===== config.mk =====
export PLATFORM = sky130hd
export DESIGN_NAME = hub75_capture
export DESIGN_NICKNAME = d
export VERILOG_FILES = /design/src/rtl/hub75_pkg.sv /design/src/rtl/hub75_sync_edge.sv /design/src/rtl/hub75_capture.sv
export SDC_FILE = /design/constraint.sdc
export NUM_CORES = 1
export LEC_CHECK = 0
export BUFFER_PORTS_ARGS = -buffer_cell sky130_fd_sc_hd__buf_2
export CORE_UTILIZATION = 30
export DETAILED_ROUTE_END_ITERATION = 8
export GPL_TIMING_DRIVEN = 0
export SYNTH_ARGS = -nofsm -noshare
export SYNTH_HDL_FRONTEND = slang
export SYNTH_HIERARCHICAL = 1
export SYNTH_SLANG_ARGS = --single-unit

===== constraint.sdc =====
create_clock -name clk -period 2.9 [get_ports clk]
set_input_delay 0.29 -clock clk [delete_from_list [all_inputs] [get_ports clk]]
set_output_delay 0.29 -clock clk [all_outputs]
set_load 0.01 [all_outputs]

===== src/rtl/hub75_pkg.sv =====
// Shared types for the HUB75 capture path: pixel bundles, row geometry and the
// capture FSM states.
package hub75_pkg;

    localparam int HUB75_ROWS_HALF = 16;
    localparam int ROW_W           = $clog2(HUB75_ROWS_HALF);

    typedef logic [2:0] rgb3_t;

    typedef struct packed {
        rgb3_t top;
        rgb3_t bot;
    } pix6_t;

    typedef enum logic {
        IDLE   = 1'b0,
        STREAM = 1'b1
    } cap_state_t;

endpackage


===== src/rtl/hub75_sync_edge.sv =====
// Multi-flop synchroniser followed by a rising-edge detector for one HUB75 control
// line. The rise output is combinational from the last sync stage and a history flop.
module hub75_sync_edge #(
    parameter int SYNC_STAGES = 2
) (
    input  logic clk,
    input  logic rst,
    input  logic din,
    output logic rise
);

    logic [SYNC_STAGES-1:0] sync_q;
    logic                   prev_q;

    always_ff @(posedge clk) begin
        if (rst) begin
            sync_q <= '0;
            prev_q <= 1'b0;
        end else begin
            sync_q <= {sync_q[SYNC_STAGES-2:0], din};
            prev_q <= sync_q[SYNC_STAGES-1];
        end
    end

    // A line already high at reset release shows up as a rising edge.
    assign rise = sync_q[SYNC_STAGES-1] & ~prev_q;

endmodule


===== src/rtl/hub75_capture.sv =====
// HUB75 sink: oversamples the panel signals, shifts pixels on clk_shft, commits a row on
// LAT and replays it as a ready/valid pixel stream. Optional err_oe via HUB75_CAP_OE_CHECK_EN.
module hub75_capture
    import hub75_pkg::*;
#(
    parameter int COLS        = 64,
    parameter int SYNC_STAGES = 2
) (
    input  logic                     clk,
    input  logic                     rst,
    input  logic                     A,
    input  logic                     B,
    input  logic                     C,
    input  logic                     D,
    input  logic                     R0,
    input  logic                     G0,
    input  logic                     B0,
    input  logic                     R1,
    input  logic                     G1,
    input  logic                     B1,
    input  logic                     clk_shft,
    input  logic                     LAT,
    input  logic                     OE,
    output logic                     px_valid,
    input  logic                     px_ready,
    output logic [3:0]               px_row,
    output logic [$clog2(COLS)-1:0]  px_col,
    output logic [2:0]               px_top,
    output logic [2:0]               px_bot,
    output logic                     frame_sync,
    output logic                     err_len,
    output logic                     err_ovf
`ifdef HUB75_CAP_OE_CHECK_EN
    ,
    output logic                     err_oe
`endif
);

    localparam int COL_W  = $clog2(COLS);
    localparam int CNT_W  = $clog2(COLS + 2);
    localparam int DATA_W = ROW_W + 7;

    logic shft_rise;
    logic lat_rise;

    hub75_sync_edge #(.SYNC_STAGES(SYNC_STAGES)) u_sync_shft (
        .clk  (clk),
        .rst  (rst),
        .din  (clk_shft),
        .rise (shft_rise)
    );

    hub75_sync_edge #(.SYNC_STAGES(SYNC_STAGES)) u_sync_lat (
        .clk  (clk),
        .rst  (rst),
        .din  (LAT),
        .rise (lat_rise)
    );

    // Data/address use the same depth as the strobes so they line up with the edge.
    logic [SYNC_STAGES-1:0][DATA_W-1:0] dsync_q;
    logic [DATA_W-1:0]                  dsync;
    logic [ROW_W-1:0]                   row_s;
    logic                               oe_s;
    pix6_t                              pix_in;

    assign dsync  = dsync_q[SYNC_STAGES-1];
    assign row_s  = dsync[DATA_W-1 -: ROW_W];
    assign oe_s   = dsync[6];
    assign pix_in = pix6_t'(dsync[5:0]);

    cap_state_t            state_q, state_d;
    pix6_t [COLS-1:0]      shift_q, shift_next;
    pix6_t [COLS-1:0]      line_q;
    logic [CNT_W-1:0]      bit_cnt, cnt_next;
    logic [ROW_W-1:0]      prev_row;
    logic                  latch_accept;
    logic                  beat;
    logic                  last_beat;

    assign px_valid     = (state_q == STREAM);
    assign beat         = px_valid & px_ready;
    assign last_beat    = beat && (px_col == COL_W'(COLS - 1));
    assign latch_accept = lat_rise && (state_q == IDLE);
    assign px_top       = line_q[px_col].top;
    assign px_bot       = line_q[px_col].bot;

    // NOTE: every always_comb output gets a default first so no path can infer a latch.
    always_comb begin
        shift_next = shift_q;
        cnt_next   = bit_cnt;
        if (shft_rise) begin
            shift_next = {shift_q[COLS-2:0], pix_in};
            if (bit_cnt != CNT_W'(COLS + 1)) begin
                cnt_next = bit_cnt + 1'b1;
            end
        end
    end

    always_comb begin
        state_d = state_q;
        unique case (state_q)
            IDLE:    if (latch_accept) state_d = STREAM;
            STREAM:  if (last_beat)    state_d = IDLE;
            default: state_d = IDLE;
        endcase
    end

    always_ff @(posedge clk) begin
        if (rst) state_q <= IDLE;
        else     state_q <= state_d;
    end

    // NOTE: the line buffer is reset along with everything else because px_top/px_bot
    // read it combinationally and must be 0 straight out of reset.
    always_ff @(posedge clk) begin
        if (rst) begin
            dsync_q    <= '0;
            shift_q    <= '0;
            line_q     <= '0;
            bit_cnt    <= '0;
            prev_row   <= '0;
            px_row     <= '0;
            px_col     <= '0;
            frame_sync <= 1'b0;
            err_len    <= 1'b0;
            err_ovf    <= 1'b0;
        end else begin
            dsync_q    <= {dsync_q[SYNC_STAGES-2:0],
                           {D, C, B, A, OE, R0, G0, B0, R1, G1, B1}};
            shift_q    <= shift_next;
            bit_cnt    <= lat_rise ? '0 : cnt_next;
            frame_sync <= 1'b0;
            err_len    <= 1'b0;
            err_ovf    <= 1'b0;
            if (latch_accept) begin
                line_q     <= shift_next;
                px_row     <= row_s;
                px_col     <= '0;
                err_len    <= (cnt_next != CNT_W'(COLS));
                frame_sync <= (row_s < prev_row);
                prev_row   <= row_s;
            end else if (lat_rise) begin
                err_ovf <= 1'b1;
            end
            if (beat) begin
                px_col <= last_beat ? '0 : px_col + 1'b1;
            end
        end
    end

`ifdef HUB75_CAP_OE_CHECK_EN
    always_ff @(posedge clk) begin
        if (rst) err_oe <= 1'b0;
        else     err_oe <= lat_rise & ~oe_s;
    end
`else
    logic unused_oe;
    assign unused_oe = oe_s;
`endif

endmodule

==> results.cfg, run 1 <==
[critical_path]
crit_fanout = 10
path_buf_inv = 2
critPathRequiredTime_ns = 2.61
critical_path_class = reg -> out
cp_top_family = simple AND/OR/NAND/NOR gates
end_kind = output port
cp_slowest_stage_delay_ns = 0.44
worstSetupStartpointType = flop
crit_slowest_cell = dfxtp_2
cp_cell_sequence = buf_4 -> or3b_2 -> o22ai_1 -> or3_4 -> nor4_4 -> a311o_1 -> buf_2
crit_arrival_ns = 2.95

[place]
io_buffers = 34
post-place-ws_ns = -0.970
hpwl_um = 53700
place.gp.congestion = 0.828

[floorplanning]
die_x_um = 317
core_area_um2 = 98300
die_area_um2 = 100000
core.rowCount = 115
start_util_pct = 30.3
num_io_pins = 36
fp.dieH_um = 317

[job]
cap_violations = 0

[pwr]
p_per_area_nw_per_um2 = 651
irDropWorstVdd_mv = 0.409
p_leak_nw = 12.3

[global_routing]
met2_usage_pct = 24.8
grt_max_degree = 15
grt_busiest_layer = met2
antenna_found_initial = 1
grtUsageMet1_pct = 21.2
overflow = 0
grt_pass1_vias = 20800
grtUsageTotal_pct = 15.4
grt_pass1_wl_um = 120000
grt_use_met3_pct = 2.18

[clocking]
clockRootBuffer = clkbuf_16
cts_tree = yes
clkLatencyLatePin_ns = 0.64
clk_pin_slew_ns = 0.06
clockBufferDepth = 3
cts_buffers = 85
h-tree-depth = 3
numClockSinks = 815

[timing]
fin_crit_sh_pct = 112
fmax_ghz = 0.309
setup_viol = 6
finalCriticalPeriod_ns = 3.24
fin_tns_setup_ns = -1.38
worst_slack_ns = -0.340
worstMarginPinSlew_ns = 0.898
rsz0062_at_grt = true
slew_headroom_pct = 39.9
hold_ws_ns = 0.421
report.final.slew_viol_count = 0
fin_skew_ns = 0.0217
final_hold_viol_count = 0

[logic_synthesis]
syn_nets = 2940
yosys.area_share.simple_pct = 12.5
synth_edf_count = 0
synthXorXnorAreaFrac_pct = 0.147
synthAdderAreaFrac_pct = 0.252
synth_area_um2 = 29700
syn_area_per_cell_um2 = 10.2
synth.top_cell.area_share_pct = 54.9
async_reset_ff_share_pct = 0
synthMuxAreaShare_pct = 21.0
synth_compound_area_share_pct = 8.08
yosysTopAreaCell = dfxtp_1
synthCells = 2918
synth_seq_cells = 815
netlist_top_cells_area = dfxtp_1, mux2i_1, o21ai_0
ys.flop_type = dfxtp_1
ys_warn_count = 6
netlist-cell-type-count = 51
synth_top_family_by_area = multiplexers
ys_seq_area_share_pct = 54.9

[status]
violations = setup timing
status = finished with violations

[detailed_routing]
drt_wl_total_um = 77800
drt_pre_antenna_iters = 7
routed_via_density = 4.80
ant_nets = 0
drc_errors = 0
vias = 21300
first_iter_violations = 1480
wire_per_inst_um = 17.6

[cells_and_area]
final_cell_mix = dfxtp_1, nor2_1, nand2_1, o21ai_0, mux2i_1
final_common_cell = dfxtp_1
area_delta_synth_final_pct = 19.6
drive_above_1_share_pct = 13.5
fin_nets = 3096

[min_path]
hold_path.class = in -> reg
[stage by stage]
stage          power, W  instances  cell area [µm²]  util (%)
2_1_floorplan    0.0119       2918            29700         -
3_3_place_gp     0.0121       4239            31500      32.1
3_5_place_dp     0.0121       4239            31500      32.1
4_1_cts          0.0233       4426            35400      36.0
5_1_grt          0.0239       4429            35600      36.2
6_report         0.0231       4430            35600      36.2
[registers in the layout (all words and copies together), names as in the netlist]
register            flops
u_sync_shft/sync_q      2
line_q                384
u_sync_lat/prev_q       1
err_len                 1
shift_q               384
bit_cnt                 7
px_col                  6
px_valid                1
prev_row                4
err_ovf                 1
frame_sync              1
dsync_q                10
u_sync_shft/prev_q      1
dsync                  10
u_sync_lat/sync_q       2
[layer usage]
metal | routed length, µm | part of all wire, % | vias to the layer above
met5 | 0 | 0 | -
met3 | 3620 | 4.7 | 113
met1 | 36700 | 47 | 10400
li1 | - | - | 10300
met2 | 35500 | 46 | 427
met4 | 2010 | 2.6 | 0
[what timing repair did]
action                                  CTS  global route
hold buffers                             16             0
endpoints found under the hold margin    18             0
pin swaps                                15            14
gates cloned                              3             0
setup buffers                            13             5
resized for setup                       157            67
endpoints found under the setup margin  420           176
[final cells by class]
class | instances | area (µm²)
clock buffer | 127 | 2610
multi-input combinational | 1884 | 12800
fill | 9813 | 62700
tap | 1287 | 1610
antenna | 1 | 2.50
inverter | 4 | 15.0
clock inverter | 28 | 305
sequential | 815 | 16300
buffer | 214 | 1340
timing repair buffer | 70 | 614
[synth_stat cells, types with 14 or more instances]
library cell and number:
a21oi_1 14, buf_1 16, buf_2 42, clkbuf_1 148
dfxtp_1 815, mux2i_1 394, mux4_1 15, mux4_2 81
nand2_1 401, nand2b_1 16, nor2_1 415, nor2b_1 33
o21ai_0 395, o22ai_1 16
[worst paths after layout]
check	from	to	slack [ns]	depth (start not counted)
max	px_col[4]	px_bot[1]	-0.34	7
min	A	dsync_q[7]	0.42	3
max reg2reg	u_sync_lat/sync_q[1]	line_q[153]	0.11	9
min reg2reg	dsync_q[8]	dsync[8]	0.44	1
[where the power goes]
| group | total, W | switching (W) | internal, W |
|---|---|---|---|
| Combinational | 0.000737 | 0.000508 | 0.000229 |
| Clock | 0.0112 | 0.00451 | 0.00667 |
| Sequential | 0.0112 | 0.0000107 | 0.0112 |
| Total | 0.0231 | 0.00503 | 0.0181 |
[worst reg2reg max path, delay by kind of cell (launching register included)]
kind                   cells  cell delay [ns]
DFF                        1             0.30
and+or+nand+nor            3             0.54
buffers and inverters      5             1.71
AOI/OAI and AO/OA          1             0.14
[logic make-up after synthesis]
logic type,count (synthesis)
xor gates and xnor gates,5
DFF,815
adders and majority gates,6
and+or+nand+nor,921
buffers and inverters,219
muxes,496
AOI/OAI and AO/OA,456
Power figures use the tool's default switching activity.
==> run 2: changes to the inputs <==
--- a/config.mk
+++ b/config.mk
@@ -6,9 +6,12 @@
 export NUM_CORES = 1
 export LEC_CHECK = 0
 export BUFFER_PORTS_ARGS = -buffer_cell sky130_fd_sc_hd__buf_2
-export CORE_UTILIZATION = 30
+export CORE_UTILIZATION = 53
 export DETAILED_ROUTE_END_ITERATION = 8
+export GPL_ROUTABILITY_DRIVEN = 1
 export GPL_TIMING_DRIVEN = 0
+export PLACE_DENSITY = 0.69
+export SLEW_MARGIN = 25
 export SYNTH_ARGS = -nofsm -noshare
 export SYNTH_HDL_FRONTEND = slang
 export SYNTH_HIERARCHICAL = 1
==> results.cfg, run 2 (synthesis results as in run 1) <==
[critical_path]
crit_arrival_ns = 3.02
r2r_start = u_sync_lat/sync_q[1]
rr_worst_depth = 9
cp_top_family = simple AND/OR/NAND/NOR gates
crit_slowest_cell = dfxtp_1
path_buf_inv = 2
cp_cell_sequence = clkbuf_2 -> nand2b_2 -> nor3_1 -> or3_1 -> nor4_1 -> a311o_1 -> buf_2
reg2reg_to = line_q[247]
critPathRequiredTime_ns = 2.61
end_kind = output port
cp_slowest_stage_delay_ns = 0.48
critical_path_class = reg -> out
reg2reg_slack_ns = 0.19
worstSetupStartpointType = flop
crit_fanout = 10

[min_path]
whs_path_depth = 3
hold_path_end = px_col[2]
min_from = px_ready
hold_path.class = in -> reg

[pwr]
p_per_area_nw_per_um2 = 670
irDropWorstVdd_mv = 0.506
p_leak_nw = 12.2

[detailed_routing]
vias = 21900
drc_errors = 0
wire_per_inst_um = 19.5
drt_pre_antenna_iters = 5
drt_wl_total_um = 75500
ant_nets = 0
first_iter_violations = 1733
routed_via_density = 5.64

[timing]
finalCriticalPeriod_ns = 3.31
fmax_ghz = 0.302
slew_headroom_pct = 39.2
report.final.slew_viol_count = 0
setup_viol = 6
fin_skew_ns = 0.0294
rsz0062_at_grt = true
fin_crit_sh_pct = 114
worstMarginPinSlew_ns = 0.912
final_hold_viol_count = 0
worst_slack_ns = -0.412
hold_ws_ns = 0.0375

[cells_and_area]
top_regs = line_q x384, shift_q x384
area_delta_synth_final_pct = 16.4
design_area_um2 = 34600
final_common_cell = dfxtp_1
final_cell_mix = dfxtp_1, nor2_1, nand2_1, o21ai_0, mux2i_1
drive_above_1_share_pct = 12.4
utilization_pct = 62.6
n_antenna_cell = 0
fin_nets = 3090

[clocking]
cts_tree = yes
clockBufferDepth = 3
cts_buffers = 83
numClockSinks = 815
clk_pin_slew_ns = 0.06
clockRootBuffer = clkbuf_16
clkLatencyLatePin_ns = 0.63
h-tree-depth = 3

[floorplanning]
fp.dieH_um = 239
die_x_um = 239
core_area_um2 = 55300
die_area_um2 = 57100
start_util_pct = 53.8
num_io_pins = 36
core.rowCount = 86

[place]
placed_cell_area_um2 = 30800
hpwl_um = 51600
io_buffers = 34
place.gp.congestion = 0.900

[global_routing]
grt_busiest_layer = met2
antenna_found_initial = 4
grt_pass1_wl_um = 118000
met2_usage_pct = 44.1
grtUsageTotal_pct = 26.8
grt_use_met3_pct = 4.55
grt_max_degree = 15
grt_pass1_vias = 21700
grtUsageMet1_pct = 35.9
overflow = 0

[job]
cap_violations = 0

[status]
status = finished with violations
violations = setup timing
run 2: changes by cell type in the layout (fill, tap and decap cells not counted), moves of 4 or more:
cell / before / now
clkbuf_16: 90 / 84
bufinv_16: 5 / 12
clkbuf_8: 28 / 22
buf_6: 9 / 5
clkbuf_2: 15 / 6
buf_16: 8 / 3
clkbuf_1: 137 / 149
run 2: worst max path at each step:
stage | to | from | depth (start not counted) | slack, ns
final | px_bot[1] | px_col[3] | 7 | -0.41
after global routing | px_bot[1] | px_col[1] | 8 | -0.36
after CTS | px_top[1] | px_col[1] | 9 | -0.35
after floorplan | px_bot[1] | px_col[1] | 7 | 0.67
after detailed placement | px_top[1] | px_col[2] | 8 | -0.62
after global placement | px_top[1] | px_col[2] | 8 | -0.79
run 2: worst min-delay path, delay by kind of cell:
family / cells / cell delay (ns)
AND/OR/NAND/NOR: 1 / 0.06
buffers and inverters: 1 / 0.14
AO/OA/AOI/OAI: 1 / 0.14
run 2: through the flow:
| step | TNS [ns] | power [W] | cells | setup WS [ns] |
|---|---|---|---|---|
| 6_report | -1.85 | 0.0232 | 3880 | -0.412 |
| 3_5_place_dp | -2.46 | 0.0121 | 3700 | -0.623 |
| 3_3_place_gp | -34.71 | 0.0121 | 3700 | -0.793 |
| 5_1_grt | -1.91 | 0.0239 | 3880 | -0.356 |
| 2_1_floorplan | 0 | 0.0119 | 2918 | 0.666 |
| 4_1_cts | -1.83 | 0.0233 | 3877 | -0.346 |
run 2: routing by layer:
layer	wire (µm)	share of wire (%)	vias to the layer above
li1	-	-	10300
met1	33100	44	10700
met2	35300	47	678
met3	4890	6.5	160
met4	2250	3.0	2
met5	11	0.015	-
run 2: repair_timing:
item | CTS | global route
endpoints found under the hold margin | 14 | 0
hold buffers | 14 | 0
cloned | 2 | 0
endpoints found under the setup margin | 6 | 105
setup buffers | 12 | 5
pin swaps | 5 | 10
resized for setup | 123 | 21
run 2: layout make-up:
cell class,instances,area [µm²]
Fill cell,4447,20700
Timing Repair Buffer,67,564
Sequential cell,815,16300
Buffer,213,1180
Inverter,4,15.0
Clock buffer,115,2390
Multi-Input combinational cell,1884,12700
Tap cell,748,936
Clock inverter,34,518
run 2: where the power goes:
part	switching (W)	leakage [nW]	total, W	internal [W]
registers	0.0000127	6.57	0.0112	0.0112
clock network	0.00443	1.44	0.0113	0.00684
logic	0.000490	4.24	0.000702	0.000212
